==> src/rtl/mem_port_arbiter_if.sv <==
// -----------------------------------------------------------------------------
// mem_port_arbiter_if
// Bundles the requester-side handshake and the memory-side control bus of
// mem_port_arbiter into one interface.
//   Requester side : req_i, we_i, lock_i, addr_i, wdata_i  (to arbiter)
//                    gnt_o, rvalid_o, rdata_o              (from arbiter)
//   Memory side    : write, w_addr, w_data, read, r_addr   (from arbiter)
//                    r_data                                (to arbiter)
// Packed vectors place requester k at [k*ADDR_W +: ADDR_W] / [k*WORD_W +: WORD_W].
// Modports: slave  = the arbiter itself
//           master = requesters plus memory (the environment around it)
// -----------------------------------------------------------------------------
interface mem_port_arbiter_if #(
    parameter int NUM_REQ = 2,
    parameter int ADDR_W  = 10,
    parameter int WORD_W  = 64
);
    logic [NUM_REQ-1:0]        req_i;
    logic [NUM_REQ-1:0]        we_i;
    logic [NUM_REQ-1:0]        lock_i;
    logic [NUM_REQ*ADDR_W-1:0] addr_i;
    logic [NUM_REQ*WORD_W-1:0] wdata_i;
    logic [NUM_REQ-1:0]        gnt_o;
    logic [NUM_REQ-1:0]        rvalid_o;
    logic [WORD_W-1:0]         rdata_o;
    logic                      write;
    logic [ADDR_W-1:0]         w_addr;
    logic [WORD_W-1:0]         w_data;
    logic                      read;
    logic [ADDR_W-1:0]         r_addr;
    logic [WORD_W-1:0]         r_data;

    modport slave (
        input  req_i, we_i, lock_i, addr_i, wdata_i, r_data,
        output gnt_o, rvalid_o, rdata_o, write, w_addr, w_data, read, r_addr
    );

    modport master (
        output req_i, we_i, lock_i, addr_i, wdata_i, r_data,
        input  gnt_o, rvalid_o, rdata_o, write, w_addr, w_data, read, r_addr
    );
endinterface

==> src/rtl/mem_port_arbiter.sv <==
// -----------------------------------------------------------------------------
// mem_port_arbiter
// Round-robin arbiter sharing one memory (one read port, one write port, one
// access per cycle) between NUM_REQ requesters. Grants are combinational; the
// memory bus is driven from the winner in the same cycle and read data is
// routed back to that requester one cycle later via a one-hot tag. A requester
// may lock the port for bursts, bounded by MAX_HOLD while others are waiting.
// Ports:
//   clk_i  - clock, rising edge
//   rst_i  - asynchronous active-high reset
//   bus    - mem_port_arbiter_if.slave (requester handshake + memory bus)
// -----------------------------------------------------------------------------
module mem_port_arbiter #(
    parameter int NUM_REQ  = 2,
    parameter int ADDR_W   = 10,
    parameter int WORD_W   = 64,
    parameter int MAX_HOLD = 4
) (
    input  logic                clk_i,
    input  logic                rst_i,
    mem_port_arbiter_if.slave   bus
);
    localparam int PW = (NUM_REQ > 1) ? $clog2(NUM_REQ) : 1;
    localparam int HW = $clog2(MAX_HOLD + 1);
    localparam logic [HW-1:0] HOLD_MAX = HW'(MAX_HOLD);
    localparam logic [PW-1:0] LAST_IDX = PW'(NUM_REQ - 1);

    typedef enum logic {
        S_FREE = 1'b0,
        S_LOCK = 1'b1
    } state_t;

    state_t              r_state, w_state_next;
    logic [PW-1:0]       r_prio, w_prio_next;
    logic [PW-1:0]       r_own, w_own_next;
    logic [HW-1:0]       r_hcnt, w_hcnt_next;
    logic [NUM_REQ-1:0]  r_rtag, w_rtag_next;

    logic [NUM_REQ-1:0]  w_own_oh;
    logic [NUM_REQ-1:0]  w_cand;
    logic [NUM_REQ-1:0]  w_gnt;
    logic [PW-1:0]       w_win;
    logic [PW-1:0]       w_win_inc;
    logic                w_any;
    logic                w_others;
    logic                w_hold_ok;
    logic                w_we;
    logic [ADDR_W-1:0]   w_addr_arr  [NUM_REQ];
    logic [WORD_W-1:0]   w_wdata_arr [NUM_REQ];

    // Unpack per-requester fields, build owner one-hot and the grant vector.
    generate
        for (genvar gi = 0; gi < NUM_REQ; gi++) begin : g_req
            assign w_addr_arr[gi]  = bus.addr_i[gi*ADDR_W +: ADDR_W];
            assign w_wdata_arr[gi] = bus.wdata_i[gi*WORD_W +: WORD_W];
            assign w_own_oh[gi]    = (r_own == PW'(gi));
            assign w_gnt[gi]       = w_any && (w_win == PW'(gi));
        end
    endgenerate

    // Winner selection. In S_LOCK the owner keeps the port while its hold is
    // not exhausted or nobody else is asking; otherwise the owner is masked
    // out and the rest arbitrate round-robin from prio.
    always_comb begin
        int idx;
        idx       = 0;
        w_any     = 1'b0;
        w_win     = '0;
        w_others  = |(bus.req_i & ~w_own_oh);
        w_hold_ok = (r_state == S_LOCK) && bus.req_i[r_own] &&
                    ((r_hcnt < HOLD_MAX) || !w_others);
        if (w_hold_ok)
            w_cand = w_own_oh;
        else if (r_state == S_LOCK)
            w_cand = bus.req_i & ~w_own_oh;
        else
            w_cand = bus.req_i;
        for (int i = 0; i < NUM_REQ; i++) begin
            idx = int'(r_prio) + i;
            if (idx >= NUM_REQ)
                idx = idx - NUM_REQ;
            if (!w_any && w_cand[idx[PW-1:0]]) begin
                w_any = 1'b1;
                w_win = idx[PW-1:0];
            end
        end
    end

    assign w_win_inc = (w_win == LAST_IDX) ? '0 : w_win + 1'b1;
    assign w_we      = bus.we_i[w_win];

    // Memory bus: unused address/data lanes are forced to zero.
    assign bus.gnt_o    = w_gnt;
    assign bus.write    = w_any && w_we;
    assign bus.read     = w_any && !w_we;
    assign bus.w_addr   = bus.write ? w_addr_arr[w_win]  : '0;
    assign bus.w_data   = bus.write ? w_wdata_arr[w_win] : '0;
    assign bus.r_addr   = bus.read  ? w_addr_arr[w_win]  : '0;
    assign bus.rvalid_o = r_rtag;
    assign bus.rdata_o  = bus.r_data;

    // Next-state logic.
    always_comb begin
        w_state_next = r_state;
        w_prio_next  = r_prio;
        w_own_next   = r_own;
        w_hcnt_next  = r_hcnt;
        w_rtag_next  = bus.read ? w_gnt : '0;
        if (w_any)
            w_prio_next = w_win_inc;
        case (r_state)
            S_FREE: begin
                if (w_any && bus.lock_i[w_win]) begin
                    w_own_next   = w_win;
                    w_hcnt_next  = HW'(1);
                    w_state_next = S_LOCK;
                end
            end
            S_LOCK: begin
                if (w_hold_ok) begin
                    if (r_hcnt != HOLD_MAX)
                        w_hcnt_next = r_hcnt + 1'b1;
                    if (!bus.lock_i[r_own])
                        w_state_next = S_FREE;
                end else if (w_any && bus.lock_i[w_win]) begin
                    // A non-owner won and immediately takes over the lock.
                    w_own_next   = w_win;
                    w_hcnt_next  = HW'(1);
                    w_state_next = S_LOCK;
                end else begin
                    w_state_next = S_FREE;
                end
            end
            default: w_state_next = S_FREE;
        endcase
    end

    always_ff @(posedge clk_i or posedge rst_i) begin
        if (rst_i) begin
            r_state <= S_FREE;
            r_prio  <= '0;
            r_own   <= '0;
            r_hcnt  <= '0;
            r_rtag  <= '0;
        end else begin
            r_state <= w_state_next;
            r_prio  <= w_prio_next;
            r_own   <= w_own_next;
            r_hcnt  <= w_hcnt_next;
            r_rtag  <= w_rtag_next;
        end
    end
endmodule

==> src/flat_wrapper.sv <==
// flat-port wrapper written by rule: the top's interface ports become plain ports
module mem_port_arbiter_flat 
#(
    parameter int NUM_REQ  = 2,
    parameter int ADDR_W   = 10,
    parameter int WORD_W   = 64,
    parameter int MAX_HOLD = 4
)
  (clk_i, rst_i, bus_req_i, bus_we_i, bus_lock_i, bus_addr_i, bus_wdata_i, bus_r_data, bus_gnt_o, bus_rvalid_o, bus_rdata_o, bus_write, bus_w_addr, bus_w_data, bus_read, bus_r_addr);
  mem_port_arbiter_if #(.NUM_REQ(NUM_REQ), .ADDR_W(ADDR_W), .WORD_W(WORD_W)) bus_i ();
  input  logic clk_i;
  input  logic rst_i;
  input wire logic [$bits(bus_i.req_i)-1:0] bus_req_i;
  input wire logic [$bits(bus_i.we_i)-1:0] bus_we_i;
  input wire logic [$bits(bus_i.lock_i)-1:0] bus_lock_i;
  input wire logic [$bits(bus_i.addr_i)-1:0] bus_addr_i;
  input wire logic [$bits(bus_i.wdata_i)-1:0] bus_wdata_i;
  input wire logic [$bits(bus_i.r_data)-1:0] bus_r_data;
  output wire logic [$bits(bus_i.gnt_o)-1:0] bus_gnt_o;
  output wire logic [$bits(bus_i.rvalid_o)-1:0] bus_rvalid_o;
  output wire logic [$bits(bus_i.rdata_o)-1:0] bus_rdata_o;
  output wire logic [$bits(bus_i.write)-1:0] bus_write;
  output wire logic [$bits(bus_i.w_addr)-1:0] bus_w_addr;
  output wire logic [$bits(bus_i.w_data)-1:0] bus_w_data;
  output wire logic [$bits(bus_i.read)-1:0] bus_read;
  output wire logic [$bits(bus_i.r_addr)-1:0] bus_r_addr;
  assign bus_i.req_i = bus_req_i;
  assign bus_i.we_i = bus_we_i;
  assign bus_i.lock_i = bus_lock_i;
  assign bus_i.addr_i = bus_addr_i;
  assign bus_i.wdata_i = bus_wdata_i;
  assign bus_i.r_data = bus_r_data;
  assign bus_gnt_o = bus_i.gnt_o;
  assign bus_rvalid_o = bus_i.rvalid_o;
  assign bus_rdata_o = bus_i.rdata_o;
  assign bus_write = bus_i.write;
  assign bus_w_addr = bus_i.w_addr;
  assign bus_w_data = bus_i.w_data;
  assign bus_read = bus_i.read;
  assign bus_r_addr = bus_i.r_addr;
  mem_port_arbiter #(.NUM_REQ(NUM_REQ), .ADDR_W(ADDR_W), .WORD_W(WORD_W), .MAX_HOLD(MAX_HOLD)) u_core (.clk_i(clk_i), .rst_i(rst_i), .bus(bus_i));
endmodule
==> config.mk <==
export PLATFORM = sky130hd
export DESIGN_NAME = mem_port_arbiter_flat
export DESIGN_NICKNAME = d
export VERILOG_FILES = /design/src/rtl/mem_port_arbiter_if.sv /design/src/rtl/mem_port_arbiter.sv /design/src/flat_wrapper.sv
export SDC_FILE = /design/constraint.sdc
export NUM_CORES = 1
export LEC_CHECK = 0
export BUFFER_PORTS_ARGS = -buffer_cell sky130_fd_sc_hd__clkbuf_2
export CAP_MARGIN = 15
export CORE_AREA = 3 3 144 146
export CTS_CLUSTER_DIAMETER = 100
export DETAILED_ROUTE_END_ITERATION = 12
export DIE_AREA = 0 0 147 149
export PLACE_DENSITY = 0.49
export SLEW_MARGIN = 15
export SYNTH_ARGS = -nofsm -noshare
export SYNTH_HDL_FRONTEND = slang
export SYNTH_SLANG_ARGS = --single-unit
==> constraint.sdc <==
create_clock -name clk_i -period 2.3 [get_ports clk_i]
set_input_delay 0.575 -clock clk_i [delete_from_list [all_inputs] [get_ports clk_i]]
set_output_delay 0.575 -clock clk_i [all_outputs]
set_load 0.05 [all_outputs]
==> flow_summary.toml <==
[layout]
area_delta_synth_final_pct = 171
fin_nets = 871
final_layout_size_suffix_gt1_share_pct = 73.9
fin_cells = 912
antenna_cells = 0
fillers = 1967

[sta]
worst_slew_pin_slew_ns = 0.348
slew_violations = 0
slew_headroom_pct = 76.8
period_needed_ns = 2.60
rsz0062_at_grt = "yes"
fmax_mhz = 384
post-route-period-util_pct = 113
setup_slack_ns = -0.302
setup_viol = 88
hold_viol_final = 0
finClkSkew_ns = 0.000822

[clocking]
cts_inserted_buffers = 3
clock_latency_ns = 0.23
postCtsHoldBufs = 0
clkSinkCount = 8
htreeDepth = 1
cts_tree = "built"
cts_root_buf = "clkbuf_16"
clk_pin_slew_ns = 0.04
clock_tree.buffer_depth = 2

[setup_path]
critPathKind = "reg2out"
worstPathRequired_ns = 1.73
cp-end-kind = "primary output"
cp.arrival_ns = 2.03
cp-start-kind = "register"
crit_fanout = 8

[placed_design]
gp_congestion = 0.700
numPlacedInstances = 895
port_buffers = 245
hpwl_um = 10400

[die]
core_area_um2 = 19500
floorplan.rows = 51
start_util_pct = 12.4
ios = 374
die-area_um2 = 21900
die-height_um = 149
die_w_um = 147

[synthesis]
seq_area_frac_synth_pct = 8.27
netlist_area_um2 = 2420
ys_seq_elements = 8
synth_edf_count = 0
synth_cells = 417
synth_cell_types = 33
ys_warn_count = 0
avgSynthCellArea_um2 = 5.81
synth_ff_type = "dfrtp_1"
synth_nets = 639
async_reset_ff_share_pct = 100

[global_routing]
overflow = 0
grt_use_total_pct = 11.9
antenna_found_initial = 0
grt_pass1_wl_um = 20800
grt_pass1_vias = 3901
grt_max_degree = 41

[detailed_routing]
via_count = 3756
wl_per_cell_um = 15.3
drt_pre_antenna_iters = 4
ant_nets = 0
wl_um = 14000
drt_iter0_markers = 88
vias_per_cell = 4.12
drc = 0

[pwr]
p_sw_uw = 1640
p_comb_share_pct = 84.9
intPower_uw = 1760
seqPwrFrac_pct = 6.3
vdd_ir_drop_max_v = 0.000314
switching_share_pct = 48.3
power_uw = 3410
power.density_nw_per_um2 = 520
clockPowerShare_pct = 8.8
p_leak_uw = 0.00281

[flow_run]
drv_cap = 0

[outcome]
violations = "setup timing"
outcome = "finished, violations left"

[min_path]
hold_path.class = "in2async"
-- state kept, by name, summed over array words and instances, names as in the netlist --
register,flops
u_core.r_state,1
u_core.r_own,1
u_core.r_prio,1
u_core.bus.rvalid_o,2
u_core.r_hcnt,3
-- kinds of logic (layout without fill, tap and decap cells) --
kind of cell / Yosys count / in the layout / synth area share [%]
XOR/XNOR: 1 / 1 / 0.362
AO/OA/AOI/OAI: 99 / 99 / 21.6
buffers and inverters: 107 / 337 / 29.8
adder cells (fa/ha/maj): 2 / 2 / 1.03
multiplexers: 4 / 4 / 1.81
AND/OR/NAND/NOR: 196 / 196 / 37.2
flip-flops: 8 / 8 / 8.27
-- worst paths after layout --
path | end | startpoint | slack, ns | cells past startpoint
worst min-delay path | u_core.bus.rvalid_o[0]$_DFF_PP0_ | rst_i | 0.28 | 2
worst max register to register | u_core.r_hcnt[2]$_DFFE_PP0P_ | u_core.r_own$_DFFE_PP0P_ | 0.67 | 7
min in group clk_i | u_core.r_hcnt[1]$_DFFE_PP0P_ | u_core.r_hcnt[1]$_DFFE_PP0P_ | 0.54 | 1
worst min register to register | u_core.r_hcnt[1]$_DFFE_PP0P_ | u_core.r_hcnt[1]$_DFFE_PP0P_ | 0.54 | 1
max in group asynchronous | u_core.r_state$_DFF_PP0_ | rst_i | 1.77 | 2
worst max-delay path | bus_r_addr[0] | u_core.r_own$_DFFE_PP0P_ | -0.30 | 10
-- per-layer routing --
layer | GRT usage, % | share of wire (%) | vias to the layer above
li1 | - | - | 1819
met1 | 12.7 | 33 | 1706
met2 | 22.5 | 54 | 181
met3 | 2.07 | 7.5 | 50
met4 | 5.78 | 5.3 | 0
met5 | 0 | 0 | -
-- worst max-delay path, cell delays in order, from the launching register on --
cell and delay [ns]:
dfrtp_1 0.40, xnor2_2 0.16, a21o_1 0.19, a21boi_4 0.16, buf_6 0.16, buf_12 0.15, buf_12 0.11, buf_12 0.12
nand3b_1 0.10, o21ai_2 0.09, buf_12 0.16
-- power groups by stage --
stage / Combinational, µW / Sequential [µW] / Clock [µW]
after floorplan: 1690 / 226 / 0
after global placement: 2320 / 215 / 0
after detailed placement: 2330 / 216 / 0
after CTS: 2850 / 214 / 308
after global routing: 3050 / 218 / 314
final: 2890 / 214 / 299
-- area by class of cell --
class                      count  area, µm²  share of cell area (%)
sequential                     8        200                    3.05
timing repair buffer         330       3320                    50.6
tap                          265        332                    5.06
multi-input combinational    302       2620                    39.9
inverter                       4       15.0                   0.229
clock buffer                   3       75.1                    1.15
-- cells in the mapped netlist (2+ instances only) --
library cell,n,area share (%)
buf_6,8,3.7
o21ai_0,41,8.5
nor2b_1,4,1.0
nor3_1,2,0.41
ha_1,2,1.0
a21oi_1,4,0.83
nand2_1,91,14
mux2_2,3,1.4
a21o_1,2,0.62
nand3_1,77,16
buf_2,7,1.4
clkbuf_1,18,2.8
buf_4,66,20
nor2_1,6,0.93
inv_1,4,0.62
nand2b_1,2,0.52
nand3b_1,10,3.1
clkbuf_2,3,0.62
o21ai_1,46,9.5
dfrtp_1,8,8.3
-- layout by cell type (no fill, tap or decap), types with 2 or more instances in the layout --
master	n
nor2b_4	2
buf_12	51
nand3_1	25
ha_1	2
a21oi_1	4
nand2b_1	2
a21o_1	2
o21ai_0	3
clkbuf_16	3
nor2b_1	2
nand2_1	91
buf_6	21
dfrtp_1	8
buf_8	48
nand3_4	14
o21ai_4	53
nand3b_1	10
nor2_1	4
inv_1	4
clkbuf_8	12
buf_16	4
buf_4	37
mux2_2	2
nor3_1	2
clkbuf_2	157
nand3_2	38
o21ai_2	30
-- through the flow --
stage	setup TNS [ns]	utilization, %	setup WS, ns	hold slack (ns)	area (µm²)
floorplan	-9.64	-	-0.322	0.391	3130
global placement	-7.25	26.5	-0.229	0.532	5170
detailed placement	-9.22	26.5	-0.238	0.538	5170
CTS	-20.87	32.9	-0.327	0.297	6420
global route	-26.08	33.6	-0.399	0.325	6560
finish	-18.57	33.6	-0.302	0.278	6560
-- timing repair --
action	in CTS	in global routing
setup buffers	9	2
pin swaps	30	5
setup endpoints to repair	88	88
endpoints found under the hold margin	0	0
gates cloned	5	0
resized for setup	213	57
No activity file was read; power rests on OpenSTA's default activity.
